===== src/rtl/usb_system_sysinfo_pkg.sv =====
// Shared address map, CTRL bit positions and byte-lane merge helper
// for the sysinfo register block.
package usb_system_sysinfo_pkg;

    localparam int ADDR_ID       = 0;
    localparam int ADDR_TS       = 1;
    localparam int ADDR_VER      = 2;
    localparam int ADDR_UPT_LO   = 3;
    localparam int ADDR_UPT_HI   = 4;
    localparam int ADDR_CTRL     = 5;
    localparam int ADDR_SCRATCH0 = 6;

    localparam int CTRL_EN  = 0;
    localparam int CTRL_CLR = 1;

    function automatic logic [31:0] merge_bytes(
        input logic [31:0] old_word,
        input logic [31:0] new_word,
        input logic [3:0]  be
    );
        logic [31:0] merged;
        merged = old_word;
        if (be[0]) merged[7:0]   = new_word[7:0];
        if (be[1]) merged[15:8]  = new_word[15:8];
        if (be[2]) merged[23:16] = new_word[23:16];
        if (be[3]) merged[31:24] = new_word[31:24];
        return merged;
    endfunction

endpackage


===== src/rtl/usb_system_sysinfo_rdpipe.sv =====
// READ_LATENCY-deep valid/data delay line; data only advances with its valid
// so the output holds the last returned word, and reset flushes every stage.
module usb_system_sysinfo_rdpipe #(
    parameter int READ_LATENCY = 1,
    parameter int DATA_W       = 32
) (
    input  logic              clock,
    input  logic              reset_n,
    input  logic              i_vld,
    input  logic [DATA_W-1:0] i_data,
    output logic              o_vld,
    output logic [DATA_W-1:0] o_data
);

    logic [READ_LATENCY:0]             w_vld;
    logic [READ_LATENCY:0][DATA_W-1:0] w_data;

    assign w_vld[0]  = i_vld;
    assign w_data[0] = i_data;

    for (genvar s = 0; s < READ_LATENCY; s++) begin : g_stage
        logic              r_vld_p;
        logic [DATA_W-1:0] r_data_p;

        // stage s -> s+1
        always_ff @(posedge clock) begin
            if (!reset_n) begin
                r_vld_p  <= 1'b0;
                r_data_p <= '0;
            end else begin
                r_vld_p <= w_vld[s];
                if (w_vld[s]) r_data_p <= w_data[s];
            end
        end

        assign w_vld[s+1]  = r_vld_p;
        assign w_data[s+1] = r_data_p;
    end

    assign o_vld  = w_vld[READ_LATENCY];
    assign o_data = w_data[READ_LATENCY];

endmodule


===== src/rtl/usb_system_sysinfo_regs.sv =====
// System-ID / housekeeping Avalon-MM slave: identity words, 64-bit uptime
// counter with coherent high-word snapshot, CTRL and scratch registers.
module usb_system_sysinfo_regs
    import usb_system_sysinfo_pkg::*;
#(
    parameter logic [31:0] SYSTEM_ID    = 32'h0000_0000,
    parameter logic [31:0] TIMESTAMP    = 32'd1430756268,
    parameter logic [31:0] VERSION      = 32'h0001_0000,
    parameter int          ADDR_W       = 3,
    parameter int          NUM_SCRATCH  = 2,
    parameter int          READ_LATENCY = 1
) (
    input  logic              clock,
    input  logic              reset_n,
    input  logic [ADDR_W-1:0] address,
    input  logic              read,
    input  logic              write,
    input  logic [31:0]       writedata,
    input  logic [3:0]        byteenable,
    output logic [31:0]       readdata,
    output logic              readdatavalid
);

    logic [31:0] w_addr;
    logic        w_wr_en;
    logic        w_ctrl_wr;
    logic        w_clr;
    logic [31:0] w_rd_word;

    logic [63:0] r_cnt;
    logic [31:0] r_snap;
    logic        r_ctrl_en;

    logic [NUM_SCRATCH:0][31:0] w_scr_rd;

    assign w_addr    = 32'(address);
    // A write coinciding with a read is dropped; the read wins.
    assign w_wr_en   = write & ~read;
    assign w_ctrl_wr = w_wr_en && (w_addr == 32'(ADDR_CTRL)) && byteenable[0];
    assign w_clr     = w_ctrl_wr && writedata[CTRL_CLR];

    always_ff @(posedge clock) begin
        if (!reset_n) begin
            r_ctrl_en <= 1'b1;
        end else if (w_ctrl_wr) begin
            r_ctrl_en <= writedata[CTRL_EN];
        end
    end

    always_ff @(posedge clock) begin
        if (!reset_n || w_clr) begin
            r_cnt <= '0;
        end else if (r_ctrl_en) begin
            r_cnt <= r_cnt + 64'd1;
        end
    end

    // Reading the low word latches the high word from the same cycle.
    always_ff @(posedge clock) begin
        if (!reset_n || w_clr) begin
            r_snap <= '0;
        end else if (read && (w_addr == 32'(ADDR_UPT_LO))) begin
            r_snap <= r_cnt[63:32];
        end
    end

    assign w_scr_rd[0] = '0;

    for (genvar g = 0; g < NUM_SCRATCH; g++) begin : g_scratch
        logic [31:0] r_word;
        logic        w_hit;

        assign w_hit = (w_addr == 32'(ADDR_SCRATCH0 + g));

        always_ff @(posedge clock) begin
            if (!reset_n) begin
                r_word <= '0;
            end else if (w_wr_en && w_hit) begin
                r_word <= merge_bytes(r_word, writedata, byteenable);
            end
        end

        assign w_scr_rd[g+1] = w_scr_rd[g] | (w_hit ? r_word : 32'h0);
    end

    always_comb begin
        w_rd_word = '0;
        case (w_addr)
            32'(ADDR_ID):     w_rd_word = SYSTEM_ID;
            32'(ADDR_TS):     w_rd_word = TIMESTAMP;
            32'(ADDR_VER):    w_rd_word = VERSION;
            32'(ADDR_UPT_LO): w_rd_word = r_cnt[31:0];
            32'(ADDR_UPT_HI): w_rd_word = r_snap;
            32'(ADDR_CTRL):   w_rd_word = {31'b0, r_ctrl_en};
            default:          w_rd_word = w_scr_rd[NUM_SCRATCH];
        endcase
    end

    usb_system_sysinfo_rdpipe #(
        .READ_LATENCY (READ_LATENCY),
        .DATA_W       (32)
    ) u_rdpipe (
        .clock   (clock),
        .reset_n (reset_n),
        .i_vld   (read),
        .i_data  (w_rd_word),
        .o_vld   (readdatavalid),
        .o_data  (readdata)
    );

endmodule


===== config.mk =====
export PLATFORM = sky130hd
export DESIGN_NAME = usb_system_sysinfo_regs
export DESIGN_NICKNAME = d
export VERILOG_FILES = /design/src/rtl/usb_system_sysinfo_pkg.sv /design/src/rtl/usb_system_sysinfo_rdpipe.sv /design/src/rtl/usb_system_sysinfo_regs.sv
export SDC_FILE = /design/constraint.sdc
export NUM_CORES = 1
export LEC_CHECK = 0
export ABC_CLOCK_PERIOD_IN_PS = 2660
export CELL_PAD_IN_SITES_DETAIL_PLACEMENT = 1
export CELL_PAD_IN_SITES_GLOBAL_PLACEMENT = 2
export CORE_MARGIN = 3
export CORE_UTILIZATION = 39
export CTS_CLUSTER_DIAMETER = 120
export DETAILED_ROUTE_END_ITERATION = 8
export DONT_BUFFER_PORTS = 1
export PLACE_DENSITY_LB_ADDON = 0.12
export SETUP_SLACK_MARGIN = 0.4
export SYNTH_ARGS = -nofsm -noshare
export SYNTH_HDL_FRONTEND = slang
export SYNTH_HIERARCHICAL = 1
export SYNTH_SLANG_ARGS = --single-unit

===== constraint.sdc =====
create_clock -name clock -period 2.66 [get_ports clock]
set_input_delay 0.266 -clock clock [delete_from_list [all_inputs] [get_ports clock]]
set_output_delay 0.266 -clock clock [all_outputs]
set_load 0.02 [all_outputs]

# Word level (Yosys, flattened, before mapping)

Cells that the tools add are included.

Register bits after elaboration: 194
Logic and storage cells: 44
Input bits: 43

Muxes and demuxes: 3
Equality and inequality tests: 7
Reduce and logical (&&, ||, !) cells: 17
Bitwise logic cells: 3
Add/subtract/negate cells: 1

Operators by type and width:

| cell                                                            | count |
|---|---|
| 32-bit one-hot mux with 6 select lines                          | 1 |
| 64-bit by 1-bit adder with 64-bit output, second input constant | 1 |
| 32-bit 2-to-1 mux                                               | 2 |
| 32-bit logical NOT                                              | 1 |
| 32-bit bitwise OR                                               | 1 |
| 2-bit AND reduction                                             | 8 |
| 3-bit == test, second input constant                            | 4 |
| 3-bit by 2-bit == test with 1-bit output, second input constant | 2 |
| 1-bit logical AND                                               | 6 |
| 3-bit by 1-bit == test with 1-bit output, second input constant | 1 |
| 1-bit bitwise AND                                               | 1 |
| 1-bit logical NOT                                               | 1 |
| 1-bit logical OR                                                | 1 |
| 1-bit inverter                                                  | 1 |

# Longest topological paths before layout

Depth after elaboration: 6
Depth in mapped cells: 9
Gate-level depth less buffers: 7

# Hierarchy

The synthesis kept the hierarchy.

Modules (own cells, without submodules):

| module                    | area an instance (um^2) | instances | sequential area each (um^2) | cells an instance |
|---|---|---|---|---|
| usb_system_sysinfo_regs   | 7727.4                  | 1         | 3223.1                      | 948 |
| usb_system_sysinfo_rdpipe | 1270.0                  | 1         | 660.6                       | 105 |

# Least setup slack after synthesis

No wires, ideal clock.

Path kind: register to register
Start: reg r_cnt[0]
End: reg r_cnt[52]
Path buffers: 2
Data arrival time: 2.039 ns
Setup time: 0.070 ns
Period minus slack after synthesis: 2.109 ns
Data required time: 2.590 ns
Slack: 0.551 ns
Stages on the path, launching flop included: 9
Path through: dfxtp_1 ha_1 and2_1 buf_2 nand2_1 or4_4 buf_2 or3_1 a21oi_1

Cells in the longest elaborated chain, start to end: 1

Ends and longest elaborated chain:

| item                                     | RTL line                      | text |
|---|---|---|
| start: declaration                       | usb_system_sysinfo_regs.sv:30 | `logic [63:0] r_cnt;` |
| start signal: assignment                 | usb_system_sysinfo_regs.sv:54 | `r_cnt <= r_cnt + 64'd1;` |
| 64-bit by 1-bit adder with 64-bit output | usb_system_sysinfo_regs.sv:54 |  |

Every way passes these cells.
A chain may end at the register's enable or synchronous reset.

# Worst setup path after layout

Start: reg r_cnt[17]
End: reg r_cnt[60]

The elaborated chain is that of the path after synthesis.

==> results by group <==
Critical path
  • Startpoint types: register
  • Delay-heaviest family, CP: simple AND/OR/NAND/NOR gates
  • Worst Setup End Kind: register
  • Max Fanout on Critical Path: 8
  • Largest stage delay on the critical path: 0.64 ns
  • Worst path bufs/invs: 0
  • Slowest CP cell: or4_4
  • Worst endpoint required time: 3.04 ns
  • CP cell instances: and4_4 > nand4_1 > or4_4 > or4_1 > a21oi_1
  • Crit path kind: register to register
  • Critical Path AT: 2.56 ns

STA
  • Normalized max-slew margin: 28.6%
  • Peak Freq: 459 MHz
  • RSZ-0062 raised after global routing: no
  • Final Cycle Share: 81.9%
  • Final setup vio count: 0
  • Worst-Margin Slew: 1.07 ns
  • Final WS setup: 0.481 ns
  • Final Skew: 0.00959 ns
  • Min cycle time layout: 2.18 ns
  • Setup TNS: 0 ns
  • Final Slew Violations: 0
  • Fin. Hold Viols: 0

Yosys
  • Yosys reg bits: 194
  • Yosys top cell area share: 43.2%
  • Post-synth EDFFs: 0
  • Cells after Synth: 1053
  • Synth area leader: dfxtp_1
  • Average size of a mapped cell: 8.54 sq um
  • Top post-synthesis cells by area: dfxtp_1, mux2i_1, nand2_1
  • Syn. warnings: 6
  • Async SR Flop Fraction: 0%
  • Mapped Area: 9000 sq um
  • Sequential area share after synthesis: 43.2%
  • Main synth FF type: dfxtp_1
  • Post-synth cell types: 47
  • Syn_nets: 1097

Finish
  • Commonest non-fill, non-tap cell in the layout: dfxtp_1
  • Fillers: 2613
  • Number of nets in the layout: 1131
  • Multi-input gate area: 4810 sq um
  • Register area: 3900 sq um
  • Non-Filler Instances: 1380
  • Commonest cells after routing, fill and taps aside: dfxtp_1, nand2_1, mux2i_1, nor2_1, o21ai_0
  • Layout cells sized above 1: 10.2%
  • Layout area overhead: 15.8%
  • Ant diodes: 0

Placement
  • Input/output buffers: 0
  • DP HPWL: 21200 um
  • Final Wtd Congestion: 0.820
  • Placed cells: 1306
  • Pre-CTS setup slack: 0.374 ns

Floorplanning
  • Die width: 158 um
  • DIE HEIGHT: 158 um
  • Top Ports: 76
  • Core box area: 22200 sq um
  • Die ar.: 24900 sq um
  • Initial Util: 40.5%
  • Cell Rows: 54

GRT
  • Antenna violations before repair: 1
  • Gr usage total: 23.9%
  • Pin count of the biggest net entering global routing: 65
  • Vias in the first global route: 7513
  • First-pass GRT wire length: 44900 um
  • Total congestion overflow: 0

Outcome
  • Run status: finished clean

Clocking
  • TritonCTS Buffers: 17
  • CTS Root Cell: clkbuf_16
  • Register clock-pin slew on the reported worst setup and hold paths: 0.08 ns
  • TritonCTS clock tree: done
  • CTS H-tree depth: 4
  • Max Buffers Root-to-Sink: 2
  • Worst-Skew Late Latency: 0.44 ns
  • Clock sinks: 194

Route
  • DRC: 0
  • Initial DRT Pass Iterations: 5
  • Final WL: 29900 um
  • Via density: 5.62
  • Initial DRC count: 461
  • Remaining antenna violation count: 0
  • Routed len/inst: 21.7 um
  • Vias after detailed routing: 7754

Power
  • Leak pwr: 3.54 nW
  • PwrDens: 563 nW/um^2
  • Worst VDD drop: 420 uV

Worst hold path
  • Worst hold path type: primary input to register

Run
  • Max-cap viol count: 0
[cell usage after synthesis (all sizes together) (3+ instances only)]
master  number
dfxtp      194
nand2      141
mux2i      130
nor2       123
o21ai       78
a21oi       60
clkbuf      52
nor2b       34
nand4       31
nand3       26
xnor2       24
nor4        20
or3         17
and4        16
a22o        14
buf         13
inv         11
nor3        11
xor2        11
and3         9
and2         6
or4          6
o31ai        5
o21a         3
[flip-flops by register name (all words and copies together) (netlist names)]
register and flops:
g_scratch.r_word 64, r_cnt 64, r_ctrl_en 1, r_snap 32, u_rdpipe/o_data 32, u_rdpipe/o_vld 1
[path summary, 6_finish.rpt]
check	start	endpoint	slack, ns	depth (start not counted)
setup / recovery	r_cnt[17]$_SDFFE_PP0P_	r_cnt[60]$_SDFFE_PP0P_	0.48	5
hold / removal	writedata[13]	g_scratch[0].r_word[13]$_SDFFE_PN0P_	0.02	2
setup reg to reg	r_cnt[17]$_SDFFE_PP0P_	r_cnt[60]$_SDFFE_PP0P_	0.48	5
hold reg to reg	r_snap[20]$_SDFFE_PP0P_	r_snap[20]$_SDFFE_PP0P_	0.46	2
[power by group]
group	switching (mW)	internal (mW)
Combinational	0.150	0.111
Sequential	0.0279	2.92
Clock	1.37	1.28
Total	1.55	4.32
[worst reg2reg max path, cell delays in order (launching register included)]
cell,delay (ns)
dfxtp_1,0.39
and4_4,0.28
nand4_1,0.14
or4_4,0.64
or4_1,0.54
a21oi_1,0.15
[layout make-up]
class	count	area share (%)
Tap cell	280	3.36
Timing Repair Buffer	80	6.72
Clock buffer	17	4.08
Clock inverter	15	1.82
Sequential cell	194	37.5
Inverter	11	0.396
Multi-Input combinational cell	783	46.2
[cell families (layout without fill, tap and decap cells)]
family          count (synthesis)  in the layout  synth area share, %
xor+xnor                       35             35                 3.41
compound gates                166            166                 10.3
simple gates                  449            449                 24.4
mux                           132            132                 14.7
buf+inv                        76            123                 3.92
fa+ha+maj                       1              1                0.139
flops                         194            194                 43.2
[per-stage QoR]
| stage | utilization, % | hold WS, ns | power (mW) | instance area [sq um] |
|---|---|---|---|---|
| floorplan | - | 0.328 | 3.21 | 9000 |
| global placement | 42.0 | 0.337 | 3.22 | 9330 |
| detailed placement | 42.0 | 0.347 | 3.22 | 9330 |
| CTS | 46.5 | 0.000402 | 5.93 | 10300 |
| global route | 46.9 | 0.0103 | 6.07 | 10400 |
| finish | 46.9 | 0.0230 | 5.86 | 10400 |
[per-layer routing]
metal  global-route usage (%)  wire (um)
met4                     5.17        399
met1                     33.3      14100
met3                     3.69       1090
met5                        0         13
met2                     39.2      14300
[timing repair]
item	in CTS	in global routing
setup buffers	3	4
resized for setup	7	18
gates cloned	0	0
hold endpoints to repair	97	0
pin swaps	1	2
setup endpoints to repair	2	20
hold buffers	35	0
(Power assumes the default switching activity.)
